--- src/rtl/uart_param_core.sv ---
// uart_param_core: parameterised UART with first-word-fall-through TX and RX FIFOs.
//
// A shared baud counter produces a one-clock tick every baud_div+1 clocks. Each
// serial bit lasts 16 ticks. The transmitter pops its FIFO and sends start, data
// (LSB first), optional parity and one or two stop bits. The receiver
// synchronises rx and finds the middle of the start bit. It then samples each
// later bit one bit period apart and pushes good bytes into the RX FIFO.
//
// Optional feature: define UART_PARITY_EN to add a parity bit. This adds the
// parity_odd input and the sticky parity_err output.
//
// Ports:
//   clk, reset          - single clock; asynchronous active-high reset
//   baud_div            - tick period minus one, in clk cycles
//   stop2               - 0: one stop bit, 1: two stop bits (sampled at frame start)
//   tx_data, tx_wr_en   - TX FIFO push; tx_full when no space left
//   tx_busy             - transmitter is inside a frame
//   rx_data, rx_rd_en   - RX FIFO head (valid while rx_empty=0) and pop
//   rx_empty            - RX FIFO holds no data
//   rx_overrun          - sticky: a good byte was dropped because the RX FIFO was full
//   frame_err           - sticky: the first stop bit was sampled low
//   err_clr             - clears the sticky flags (a same-cycle set wins)
//   parity_odd          - (UART_PARITY_EN) 0: even parity, 1: odd parity
//   parity_err          - (UART_PARITY_EN) sticky: received parity mismatch
//   rx, tx              - serial lines, idle high
module uart_param_core #(
  parameter int unsigned DATA_BITS  = 8,
  parameter int unsigned FIFO_DEPTH = 8,
  parameter int unsigned DIV_WIDTH  = 11
) (
  input  logic                 clk,
  input  logic                 reset,
  input  logic [DIV_WIDTH-1:0] baud_div,
  input  logic                 stop2,
  input  logic [DATA_BITS-1:0] tx_data,
  input  logic                 tx_wr_en,
  output logic                 tx_full,
  output logic                 tx_busy,
  output logic [DATA_BITS-1:0] rx_data,
  input  logic                 rx_rd_en,
  output logic                 rx_empty,
  output logic                 rx_overrun,
  output logic                 frame_err,
  input  logic                 err_clr,
`ifdef UART_PARITY_EN
  input  logic                 parity_odd,
  output logic                 parity_err,
`endif
  input  logic                 rx,
  output logic                 tx
);

  localparam int unsigned AddrW = $clog2(FIFO_DEPTH);
  localparam int unsigned CntW  = AddrW + 1;
  localparam logic [CntW-1:0] FullCount = CntW'(FIFO_DEPTH);
  localparam logic [2:0]      LastBit   = 3'(DATA_BITS - 1);

  typedef enum logic [2:0] {
    StIdle,
    StStart,
    StData,
`ifdef UART_PARITY_EN
    StParity,
`endif
    StStop
  } state_e;

  // ---------------------------------------------------------------------------
  // Baud tick
  // ---------------------------------------------------------------------------
  logic [DIV_WIDTH-1:0] baud_cnt_q;
  logic                 tick;

  // '>=' lets the counter recover at once if baud_div is lowered below it.
  assign tick = (baud_cnt_q >= baud_div);

  always_ff @(posedge clk or posedge reset) begin
    if (reset) begin
      baud_cnt_q <= '0;
    end else if (tick) begin
      baud_cnt_q <= '0;
    end else begin
      baud_cnt_q <= baud_cnt_q + 1'b1;
    end
  end

  // ---------------------------------------------------------------------------
  // TX FIFO (first-word fall-through)
  // ---------------------------------------------------------------------------
  logic [DATA_BITS-1:0] tx_mem [FIFO_DEPTH];
  logic [AddrW-1:0]     tx_wptr_q, tx_rptr_q;
  logic [CntW-1:0]      tx_cnt_q;
  logic                 tx_empty, tx_pop, tx_do_wr, tx_do_rd;
  logic [DATA_BITS-1:0] tx_head;

  assign tx_full  = (tx_cnt_q == FullCount);
  assign tx_empty = (tx_cnt_q == '0);
  assign tx_do_wr = tx_wr_en & ~tx_full;
  assign tx_do_rd = tx_pop & ~tx_empty;
  assign tx_head  = tx_mem[tx_rptr_q];

  always_ff @(posedge clk) begin
    if (tx_do_wr) begin
      tx_mem[tx_wptr_q] <= tx_data;
    end
  end

  always_ff @(posedge clk or posedge reset) begin
    if (reset) begin
      tx_wptr_q <= '0;
      tx_rptr_q <= '0;
      tx_cnt_q  <= '0;
    end else begin
      if (tx_do_wr) tx_wptr_q <= tx_wptr_q + 1'b1;
      if (tx_do_rd) tx_rptr_q <= tx_rptr_q + 1'b1;
      case ({tx_do_wr, tx_do_rd})
        2'b10:   tx_cnt_q <= tx_cnt_q + 1'b1;
        2'b01:   tx_cnt_q <= tx_cnt_q - 1'b1;
        default: tx_cnt_q <= tx_cnt_q;
      endcase
    end
  end

  // ---------------------------------------------------------------------------
  // RX FIFO (first-word fall-through)
  // ---------------------------------------------------------------------------
  logic [DATA_BITS-1:0] rx_mem [FIFO_DEPTH];
  logic [AddrW-1:0]     rx_wptr_q, rx_rptr_q;
  logic [CntW-1:0]      rx_cnt_q;
  logic                 rx_full, rx_push, rx_do_wr, rx_do_rd;
  logic [DATA_BITS-1:0] rx_shift_q, rx_shift_d;

  assign rx_full  = (rx_cnt_q == FullCount);
  assign rx_empty = (rx_cnt_q == '0);
  assign rx_do_wr = rx_push & ~rx_full;
  assign rx_do_rd = rx_rd_en & ~rx_empty;
  assign rx_data  = rx_mem[rx_rptr_q];

  always_ff @(posedge clk) begin
    if (rx_do_wr) begin
      rx_mem[rx_wptr_q] <= rx_shift_q;
    end
  end

  always_ff @(posedge clk or posedge reset) begin
    if (reset) begin
      rx_wptr_q <= '0;
      rx_rptr_q <= '0;
      rx_cnt_q  <= '0;
    end else begin
      if (rx_do_wr) rx_wptr_q <= rx_wptr_q + 1'b1;
      if (rx_do_rd) rx_rptr_q <= rx_rptr_q + 1'b1;
      case ({rx_do_wr, rx_do_rd})
        2'b10:   rx_cnt_q <= rx_cnt_q + 1'b1;
        2'b01:   rx_cnt_q <= rx_cnt_q - 1'b1;
        default: rx_cnt_q <= rx_cnt_q;
      endcase
    end
  end

  // ---------------------------------------------------------------------------
  // Transmitter
  // ---------------------------------------------------------------------------
  state_e               tx_state_q, tx_state_d;
  logic [3:0]           tx_tcnt_q, tx_tcnt_d;
  logic [2:0]           tx_bit_q, tx_bit_d;
  logic [DATA_BITS-1:0] tx_shift_q, tx_shift_d;
  logic                 tx_stop2_q, tx_stop2_d;
  logic                 tx_stop_sec_q, tx_stop_sec_d;
  logic                 tx_load;
  logic                 tx_q, tx_d;
`ifdef UART_PARITY_EN
  logic                 tx_par_q, tx_par_d;
`endif

  always_comb begin
    tx_state_d    = tx_state_q;
    tx_tcnt_d     = tx_tcnt_q;
    tx_bit_d      = tx_bit_q;
    tx_shift_d    = tx_shift_q;
    tx_stop2_d    = tx_stop2_q;
    tx_stop_sec_d = tx_stop_sec_q;
    tx_load       = 1'b0;
    tx_pop        = 1'b0;
`ifdef UART_PARITY_EN
    tx_par_d      = tx_par_q;
`endif
    // The 4-bit tick counter wraps 15 -> 0 exactly when a bit ends.
    unique case (tx_state_q)
      StIdle: begin
        if (tick && !tx_empty) tx_load = 1'b1;
      end
      StStart: begin
        if (tick) begin
          tx_tcnt_d = tx_tcnt_q + 4'd1;
          if (tx_tcnt_q == 4'd15) begin
            tx_state_d = StData;
            tx_bit_d   = '0;
          end
        end
      end
      StData: begin
        if (tick) begin
          tx_tcnt_d = tx_tcnt_q + 4'd1;
          if (tx_tcnt_q == 4'd15) begin
            if (tx_bit_q == LastBit) begin
`ifdef UART_PARITY_EN
              tx_state_d = StParity;
`else
              tx_state_d = StStop;
`endif
              tx_stop_sec_d = 1'b0;
            end else begin
              tx_bit_d   = tx_bit_q + 3'd1;
              tx_shift_d = tx_shift_q >> 1;
            end
          end
        end
      end
`ifdef UART_PARITY_EN
      StParity: begin
        if (tick) begin
          tx_tcnt_d = tx_tcnt_q + 4'd1;
          if (tx_tcnt_q == 4'd15) begin
            tx_state_d    = StStop;
            tx_stop_sec_d = 1'b0;
          end
        end
      end
`endif
      StStop: begin
        if (tick) begin
          tx_tcnt_d = tx_tcnt_q + 4'd1;
          if (tx_tcnt_q == 4'd15) begin
            if (tx_stop2_q && !tx_stop_sec_q) begin
              tx_stop_sec_d = 1'b1;
            end else if (!tx_empty) begin
              tx_load = 1'b1; // next frame follows with no idle gap
            end else begin
              tx_state_d = StIdle;
            end
          end
        end
      end
      default: tx_state_d = StIdle;
    endcase

    if (tx_load) begin
      tx_pop     = 1'b1;
      tx_shift_d = tx_head;
      tx_stop2_d = stop2;
      tx_tcnt_d  = '0;
      tx_state_d = StStart;
`ifdef UART_PARITY_EN
      tx_par_d   = (^tx_head) ^ parity_odd;
`endif
    end
  end

  // Line level follows the next state so tx is a clean register output.
  always_comb begin
    tx_d = 1'b1;
    case (tx_state_d)
      StStart:  tx_d = 1'b0;
      StData:   tx_d = tx_shift_d[0];
`ifdef UART_PARITY_EN
      StParity: tx_d = tx_par_d;
`endif
      default:  tx_d = 1'b1;
    endcase
  end

  always_ff @(posedge clk or posedge reset) begin
    if (reset) begin
      tx_state_q    <= StIdle;
      tx_tcnt_q     <= '0;
      tx_bit_q      <= '0;
      tx_shift_q    <= '0;
      tx_stop2_q    <= 1'b0;
      tx_stop_sec_q <= 1'b0;
      tx_q          <= 1'b1;
`ifdef UART_PARITY_EN
      tx_par_q      <= 1'b0;
`endif
    end else begin
      tx_state_q    <= tx_state_d;
      tx_tcnt_q     <= tx_tcnt_d;
      tx_bit_q      <= tx_bit_d;
      tx_shift_q    <= tx_shift_d;
      tx_stop2_q    <= tx_stop2_d;
      tx_stop_sec_q <= tx_stop_sec_d;
      tx_q          <= tx_d;
`ifdef UART_PARITY_EN
      tx_par_q      <= tx_par_d;
`endif
    end
  end

  assign tx      = tx_q;
  assign tx_busy = (tx_state_q != StIdle);

  // ---------------------------------------------------------------------------
  // Receiver
  // ---------------------------------------------------------------------------
  logic       rx_meta_q, rx_sync_q, rx_prev_q;
  state_e     rx_state_q, rx_state_d;
  logic [3:0] rx_tcnt_q, rx_tcnt_d;
  logic [2:0] rx_bit_q, rx_bit_d;
  logic       frame_set, overrun_set;
  logic       frame_err_q, rx_overrun_q;
`ifdef UART_PARITY_EN
  logic       rx_par_q, rx_par_d;
  logic       parity_set, parity_err_q;
`endif

  // Synchroniser flops reset to the idle level so reset release is not seen as
  // a start edge.
  always_ff @(posedge clk or posedge reset) begin
    if (reset) begin
      rx_meta_q <= 1'b1;
      rx_sync_q <= 1'b1;
      rx_prev_q <= 1'b1;
    end else begin
      rx_meta_q <= rx;
      rx_sync_q <= rx_meta_q;
      rx_prev_q <= rx_sync_q;
    end
  end

  always_comb begin
    rx_state_d  = rx_state_q;
    rx_tcnt_d   = rx_tcnt_q;
    rx_bit_d    = rx_bit_q;
    rx_shift_d  = rx_shift_q;
    rx_push     = 1'b0;
    frame_set   = 1'b0;
    overrun_set = 1'b0;
`ifdef UART_PARITY_EN
    rx_par_d    = rx_par_q;
    parity_set  = 1'b0;
`endif
    unique case (rx_state_q)
      StIdle: begin
        if (!rx_sync_q && rx_prev_q) begin
          rx_state_d = StStart;
          rx_tcnt_d  = '0;
        end
      end
      StStart: begin
        // Re-check the line half way into the start bit; high means a glitch.
        if (tick) begin
          if (rx_tcnt_q == 4'd7) begin
            rx_tcnt_d = '0;
            if (rx_sync_q) begin
              rx_state_d = StIdle;
            end else begin
              rx_state_d = StData;
              rx_bit_d   = '0;
            end
          end else begin
            rx_tcnt_d = rx_tcnt_q + 4'd1;
          end
        end
      end
      StData: begin
        if (tick) begin
          rx_tcnt_d = rx_tcnt_q + 4'd1;
          if (rx_tcnt_q == 4'd15) begin
            rx_shift_d = {rx_sync_q, rx_shift_q[DATA_BITS-1:1]};
            if (rx_bit_q == LastBit) begin
`ifdef UART_PARITY_EN
              rx_state_d = StParity;
`else
              rx_state_d = StStop;
`endif
            end else begin
              rx_bit_d = rx_bit_q + 3'd1;
            end
          end
        end
      end
`ifdef UART_PARITY_EN
      StParity: begin
        if (tick) begin
          rx_tcnt_d = rx_tcnt_q + 4'd1;
          if (rx_tcnt_q == 4'd15) begin
            rx_par_d   = rx_sync_q;
            rx_state_d = StStop;
          end
        end
      end
`endif
      StStop: begin
        // Only the first stop bit is checked; a second one reads as idle line.
        if (tick) begin
          rx_tcnt_d = rx_tcnt_q + 4'd1;
          if (rx_tcnt_q == 4'd15) begin
            rx_state_d = StIdle;
            if (!rx_sync_q) begin
              frame_set = 1'b1;
`ifdef UART_PARITY_EN
            end else if (((^rx_shift_q) ^ rx_par_q) != parity_odd) begin
              parity_set = 1'b1;
`endif
            end else if (rx_full) begin
              overrun_set = 1'b1;
            end else begin
              rx_push = 1'b1;
            end
          end
        end
      end
      default: rx_state_d = StIdle;
    endcase
  end

  always_ff @(posedge clk or posedge reset) begin
    if (reset) begin
      rx_state_q   <= StIdle;
      rx_tcnt_q    <= '0;
      rx_bit_q     <= '0;
      rx_shift_q   <= '0;
      frame_err_q  <= 1'b0;
      rx_overrun_q <= 1'b0;
`ifdef UART_PARITY_EN
      rx_par_q     <= 1'b0;
      parity_err_q <= 1'b0;
`endif
    end else begin
      rx_state_q   <= rx_state_d;
      rx_tcnt_q    <= rx_tcnt_d;
      rx_bit_q     <= rx_bit_d;
      rx_shift_q   <= rx_shift_d;
      // A set in the same cycle as err_clr wins.
      frame_err_q  <= frame_set | (frame_err_q & ~err_clr);
      rx_overrun_q <= overrun_set | (rx_overrun_q & ~err_clr);
`ifdef UART_PARITY_EN
      rx_par_q     <= rx_par_d;
      parity_err_q <= parity_set | (parity_err_q & ~err_clr);
`endif
    end
  end

  assign frame_err  = frame_err_q;
  assign rx_overrun = rx_overrun_q;
`ifdef UART_PARITY_EN
  assign parity_err = parity_err_q;
`endif

endmodule

--- config.mk ---
export PLATFORM = sky130hd
export DESIGN_NAME = uart_param_core
export DESIGN_NICKNAME = d
export VERILOG_FILES = /design/src/rtl/uart_param_core.sv
export SDC_FILE = /design/constraint.sdc
export NUM_CORES = 1
export LEC_CHECK = 0
export CORE_MARGIN = 3
export CORE_UTILIZATION = 50
export CTS_CLUSTER_DIAMETER = 30
export CTS_CLUSTER_SIZE = 16
export DETAILED_ROUTE_END_ITERATION = 12
export GPL_TIMING_DRIVEN = 0
export PLACE_DENSITY = 0.68
export SLEW_MARGIN = 30
export SYNTH_ARGS = -nofsm -noshare
export SYNTH_HDL_FRONTEND = slang
export SYNTH_SLANG_ARGS = --single-unit
--- constraint.sdc ---
create_clock -name clk -period 4.7 [get_ports clk]
set_clock_uncertainty 0.05 [all_clocks]
set_input_delay 0.47 -clock clk [delete_from_list [all_inputs] [get_ports clk]]
set_output_delay 0.47 -clock clk [all_outputs]
set_load 0.02 [all_outputs]
==> impl_metrics.toml <==
[outcome]
status = "finished clean"

[global_route]
antenna_found_initial = 0
grt_pass1_wl_mm = 26.54
grt_remaining_overflow = 0
grt_max_degree = 43
grt_pass1_vias = 5321
grt_usage_pct = 16.98

[synth]
synth_top_area_cell = "edfxtp_1"
synthTopCellsByArea = "edfxtp_1 44%, dfrtp_1 20%, mux4_2 8.2%, ha_1 4.0%, mux2_2 2.6%"
ys_async_sr_fraction_pct = 36.63
syn_area_um2 = 8795
yosysWarnings = 0
ys.flop_type = "edfxtp_1"
synth-edff-count = 128
syn_nets = 648
syn_inst = 593
yosysSeqAreaShare_pct = 64.82
synth.distinct_cells = 61
yosys.area.top_type_share_pct = 43.70
yosys_register_bits = 202
avgSynthCellArea_um2 = 14.83

[placed_design]
place_ws_ns = 0.7219
hpwl_mm = 10.59
port_buffers = 39
gp_congestion = 0.8004

[pwr]
vdd_drop_max_v = 0.0003428
power_switching_mw = 1.818
cell_internal_pwr_mw = 4.603
p_leak_nw = 4.236
seqPwrFrac_pct = 36.6
pwr_density_cell_nw_per_um2 = 590.3
swShare_pct = 28.31
comb_power_share_pct = 21.5
p_clk_share_pct = 41.9

[finish]
drive_gt1_share_pct = 21.86
areaGrowthSynthToFinish_pct = 23.69
fill_cells = 1194
diodes = 0
nNetsFinal = 733

[hold_path]
min_path_type = "in2async"

[critical_path]
path_max_fanout = 10
path_delay_family = "buffers and inverters"
critical_path_class = "reg2out"
rr_startpoint = "baud_cnt_q[9]$_DFF_PP0_"
max_stage_delay_ns = 0.54
path_cells = "clkbuf_1, buf_2, mux4_2, mux2_2, clkdlybuf4s50_1"
r2r_end = "rx_cnt_q[3]$_DFFE_PP0P_"
worstSetupEndpoint = "rx_data[1]"
crit_arrival_ns = 3.16
path_buf_inv = 3
r2r_slack_ns = 1.30
worstPathRequired_ns = 4.18
startpoint = "rx_rptr_q[0]$_DFFE_PP0P_"
startpoint_type = "flop"
slowest_stage = "mux4_2"
r2r_cells = 13
worstSetupPathDepth = 5
end_kind = "output pin"

[route]
drtIter0Drc = 252
routed_via_density = 5.460
wl_mm = 15.56
num_vias = 5072
dr.pass1.iters = 5
wl_per_cell_um = 16.75
drc_errors = 0
antenna_left = 0

[timing]
tightestPinTransition_ns = 0.8052
min_period_ns = 3.677
setup_viol = 0
tns_ns = 0
grt_setup_unrepaired = "no"
fin_crit_sh_pct = 78.23
hold_violations = 0
fmax_mhz = 272.0
fin_ws_ns = 1.023
slew_violations = 0
maxSlewHeadroom_pct = 46.03

[die]
rows = 47
die_w_um = 138.6
ios = 40
die_h_um = 138.6
initial_core_util_pct = 52.11
core_um2 = 16880
die_area_um2 = 19220

[clock_network]
clk_pin_slew_worst_paths_ns = 0.05
cts_buffer_depth = 3
h-tree-depth = 2
cts_resized = 0
ctsHoldBuffers = 0
cts.sinks = 202
cts_tree = "built"
worstSkewPairLatency_ns = 0.51
root_buffer = "clkbuf_16"
cts_buffers = 39
cts_setup_buffers = 0

[job]
drv_cap = 0
## power groups by stage
| stage | registers [mW] | logic [mW] | clock network (mW) |
|---|---|---|---|
| 6_report | 2.35 | 1.38 | 2.69 |
| 5_1_grt | 2.39 | 1.55 | 2.84 |
| 4_1_cts | 2.35 | 1.41 | 2.75 |
| 3_5_place_dp | 2.38 | 1.40 | 0 |
| 3_3_place_gp | 2.36 | 1.34 | 0 |
| 2_1_floorplan | 2.33 | 1.05 | 0 |
## cells in the mapped netlist, types with 6 or more instances
cell type / number
edfxtp_1: 128
dfrtp_1: 70
nand2_1: 38
nor2_1: 33
inv_1: 32
mux4_2: 32
ha_1: 28
a21oi_1: 21
mux2_2: 20
nand3_1: 16
xor2_1: 14
nor2b_1: 13
xnor2_1: 13
clkbuf_1: 12
nor3_1: 11
mux2i_1: 10
o21ai_0: 9
a211oi_1: 8
nor4_1: 6
o22ai_1: 6
## cell type report
class,instances,area (um^2),area share [%]
inverter,33,126.4,1.162
timing repair buffer,44,432.9,3.980
multi-input combinational,338,2937,27.00
clock buffer,45,1041,9.570
clock inverter,27,276.5,2.542
sequential,202,5700,52.40
buffer,20,88.84,0.8167
tap,220,275.3,2.530
## state kept, by name (all words and copies together), names as in the netlist, 2 cells and up
register and count:
tx_rptr_q 3, rx_shift_q 8, rx_mem 64, rx_cnt_q 4, tx_bit_q 3, tx_wptr_q 3
tx_mem 64, rx_wptr_q 3, tx_tcnt_q 4, baud_cnt_q 11, rx_bit_q 3, rx_state_q 2
tx_state_q 3, rx_rptr_q 3, tx_shift_q 8, tx_cnt_q 4, rx_tcnt_q 4
## worst reg2reg max path, cell delays in order, from the launching register on
cell and delay [ns]:
dfrtp_1 0.41, ha_1 0.31, nand4_1 0.12, nand2b_1 0.26, a211o_2 0.41, or3b_1 0.37, buf_6 0.15, ha_1 0.23
ha_1 0.27, a21o_1 0.17, a21oi_1 0.19, xnor2_1 0.14, nor2_1 0.07, xor2_1 0.14
## logic make-up (layout without fill, tap and decap cells)
| kind of cell | count (synthesis) | in the layout | share of synthesized area [%] |
|---|---|---|---|
| xor gates and xnor gates | 27 | 27 | 2.689 |
| and+or+nand+nor | 148 | 148 | 8.764 |
| adders and majority gates | 29 | 29 | 4.211 |
| buffers and inverters | 53 | 169 | 2.419 |
| other | 1 | 1 | 0.04264 |
| AOI/OAI and AO/OA | 71 | 71 | 5.164 |
| DFF | 202 | 202 | 64.82 |
| muxes | 62 | 62 | 11.89 |
## layer usage
| metal | part of all wire (%) | GRT usage, % |
|---|---|---|
| met5 | 0 | 0 |
| met4 | 1.4 | 5.252 |
| met3 | 6.1 | 4.586 |
| met2 | 50 | 28.39 |
| met1 | 42 | 21.93 |
## placed cells by master, fill, tap and decap left out, types with 16 or more instances in the layout
master / instances
a21oi_1: 21
clkbuf_1: 16
mux4_2: 32
nand2_1: 38
nor2_1: 33
nand3_1: 16
mux2_2: 20
edfxtp_1: 128
inv_1: 31
clkdlybuf4s50_1: 39
clkbuf_16: 41
ha_1: 28
dfrtp_1: 70
## metrics by stage
stage	cells	instance area (um^2)	total power, mW	hold slack [ns]	utilization, %
after floorplan	593	8795	3.373	0.2952	-
after global placement	852	9460	3.701	0.2956	56.05
after detailed placement	857	9560	3.778	0.3012	56.65
after CTS	929	10880	6.505	0.2748	64.45
after global routing	929	10880	6.784	0.3049	64.45
final	929	10880	6.421	0.2772	64.45
## worst min path at each step
stage / startpoint / endpoint / slack (ns)
6_report: reset / tx_shift_q[4]$_DFFE_PP0P_ / 0.28
3_3_place_gp: rx_meta_q$_DFF_PP1_ / rx_sync_q$_DFF_PP1_ / 0.30
3_5_place_dp: rx_meta_q$_DFF_PP1_ / rx_sync_q$_DFF_PP1_ / 0.30
5_1_grt: rx_meta_q$_DFF_PP1_ / rx_sync_q$_DFF_PP1_ / 0.30
2_1_floorplan: rx_meta_q$_DFF_PP1_ / rx_sync_q$_DFF_PP1_ / 0.30
4_1_cts: reset / tx_shift_q[4]$_DFFE_PP0P_ / 0.27
Power figures use the tool's default switching activity.
==> RTL change, RTL diff (config.mk and constraints unchanged) <==
`tx_shift_q` no longer has a reset.
--- a/src/rtl/uart_param_core.sv
+++ b/src/rtl/uart_param_core.sv
@@ -277,3 +277,2 @@
       tx_bit_q      <= '0;
-      tx_shift_q    <= '0;
       tx_stop2_q    <= 1'b0;
@@ -288,3 +287,2 @@
       tx_bit_q      <= tx_bit_d;
-      tx_shift_q    <= tx_shift_d;
       tx_stop2_q    <= tx_stop2_d;
@@ -296,2 +294,6 @@
     end
+  end
+
+  always_ff @(posedge clk) begin
+    tx_shift_q <= tx_shift_d;
   end
Check against the original RTL: no difference found for any inputs over 4 cycles, from zero or initial values and one cycle with reset high; that may be too few to reach the edited logic, so the function may still have changed.
==> RTL change against the unedited design <==
Core utilization fell by 0.58 points; global-route usage rose by 1.1 points; power rose by 1.9%; synthesized cell count fell by 2.0%; cell area rose by 1.9%; sequential share of layout area fell by 0.72 points; synthesized area rose by 0.88%; first-iteration DRC count fell by 0.79%; sequential cell count did not move; setup slack improved by 0.012 ns; wire length rose by 9.0%; critical path type unchanged; critical endpoint is now rx_data[6].
==> RTL change: results (changes against the unedited design) <==
Detailed routing:
- The via-per-instance ratio is 5.64 (+3.3%).
- The number of vias after detailed routing is 5230 (+3.1%).
- The met3 routed wirelength is 791 um (-16%).
- The met1 wire length is 7170 um (+9.3%).
- The total detailed-routing wirelength is 17000 um (+9.0%).
- The amount of wire on met2 after detailed routing was 8700 um (+11%).
- The DRC violation total after the first TritonRoute iteration is 250 (-0.79%).

Placed design:
- The cell count after placement is 853 (-0.47%).
- The pre-CTS setup slack is 0.669 ns (-0.0526 ns).
- The final weighted congestion of routability-driven global placement came to 0.838 (+4.7%).
- The post-detailed-placement cell area is 9680 um^2 (+1.3%).
- The HPWL reported at the end of detailed placement is 11200 um (+5.8%).
- The count of port buffers added during placement is 39 (unchanged).

Global route:
- The total routing usage reported by global routing is 0.181 (+0.0110).
- The met3 global-route usage is 0.0457 (-0.000158).
- The met2 global-route usage was 0.302 (+0.0186).
- The pin count of the biggest net entering global routing is 42 (-2.3%).
- The number of global-route vias before repair is 5554 (+4.4%).
- The met1 capacity usage during global routing is 0.233 (+0.0136).
- The wire length of the first global-routing pass is 28300 um (+6.5%).

Setup path:
- The worst endpoint data arrival time was 3.14 ns (-0.02 ns).
- The startpoint identified for the worst register-to-register timing path is baud_cnt_q[0].
- The most critical setup path has its endpoint at rx_data[6].
- The most critical setup path has its startpoint at rx_rptr_q[1].
- The worst reg2reg path depth is 16 (+3).
- The worst setup slack for register-to-register paths is 1.26 ns (-0.04 ns).

CTS:
- The insertion delay of the later-clocked pin in the worst-skew pair is 0.51 ns (about the same).
- The number of buffers inserted during clock tree synthesis is 40 (+2.6%).

Synth:
- By area the synthesized netlist is led by sky130_fd_sc_hd__edfxtp_1, sky130_fd_sc_hd__dfrtp_1, sky130_fd_sc_hd__mux4_2, sky130_fd_sc_hd__ha_1, sky130_fd_sc_hd__mux2_2.
- The share of synthesized area occupied by flip-flops and latches came to 0.646 (-0.00228).
- The cell count after synthesis is 581 (-2.0%).
- The share of synthesized registers carrying an async set or reset came to 0.327 (-0.0396).
- By count the netlist is led by sky130_fd_sc_hd__edfxtp_1, sky130_fd_sc_hd__dfrtp_1, sky130_fd_sc_hd__mux4_2, sky130_fd_sc_hd__inv_1, sky130_fd_sc_hd__nand2_1.
- The number of distinct standard cells referenced by the synthesized netlist came to 65 (+6.6%).
- The post-synth net total is 636 (-1.9%).
- The count of flip-flops with a built-in enable after synthesis came to 135 (+5.5%).

STA:
- The pin slew with the least headroom to its limit came to 0.869 ns (+0.0638 ns).
- The shortest period the worst path allows is 3.66 ns (-0.0119 ns).
- The final worst hold slack is 0.268 ns (-0.00902 ns).

Run status:
- The flow ran to the end, and the final reports show no timing, DRC or antenna violations.

Pwr:
- The leakage power is 4.17 nW (-1.6%).

Cells and area:
- The net count reported at finish came to 725 (-1.1%).
- In the final layout, the registers with the most flip-flops are rx_mem: 64 flops, tx_mem: 64 flops, baud_cnt_q: 11 flops.
- The total area of sequential cells is 5730 um^2 (+0.53%).
- The fraction of final layout cells with drive strength greater than 1 was 0.242 (+0.0235).
- The total of fill cells in the finished design came to 1209 (+1.3%).
[RTL change: cell count changes in the layout (fill, tap and decap cells not counted), moves of 5 or more]
cell / change
sky130_fd_sc_hd__dfrtp_1: -8
sky130_fd_sc_hd__a211oi_1: -6
sky130_fd_sc_hd__o21ai_0: +7
sky130_fd_sc_hd__and2_1: +5
sky130_fd_sc_hd__mux2_2: -6
sky130_fd_sc_hd__a21oi_1: -6
sky130_fd_sc_hd__nor2_1: -7
sky130_fd_sc_hd__clkbuf_1: -7
sky130_fd_sc_hd__nand2_1: -9
sky130_fd_sc_hd__edfxtp_1: +7
sky130_fd_sc_hd__nor2b_1: -6
sky130_fd_sc_hd__mux2_4: +8
[RTL change: area by class of cell]
cell class,instances,share of cell area
sequential,202,0.517
multi-input combinational,327,0.269
clock buffer,47,0.0983
timing repair buffer,47,0.0409
clock inverter,27,0.0283
tap,225,0.0254
inverter,31,0.0107
buffer,21,0.0104
[RTL change: critical path: stages (launching register included)]
cell	delay (ns)
sky130_fd_sc_hd__dfrtp_1	0.35
sky130_fd_sc_hd__buf_1	0.46
sky130_fd_sc_hd__clkbuf_1	0.58
sky130_fd_sc_hd__mux4_2	0.42
sky130_fd_sc_hd__mux2_2	0.30
sky130_fd_sc_hd__clkdlybuf4s50_1	0.54
[RTL change: logic make-up after synthesis]
family,synth area share
adders and majority gates,0.0417
xor gates and xnor gates,0.0257
DFF,0.646
buffers and inverters,0.0261
muxes,0.122
other,0.000423
and+or+nand+nor,0.0795
AOI/OAI and AO/OA,0.0591
[RTL change: power by group]
| part | leakage, nW | total (W) | switching [W] | internal (W) |
|---|---|---|---|---|
| Combinational | 1.44 | 0.00136 | 0.000713 | 0.000651 |
| Sequential | 2.05 | 0.00231 | 0.000175 | 0.00213 |
| Clock | 0.675 | 0.00287 | 0.000921 | 0.00195 |
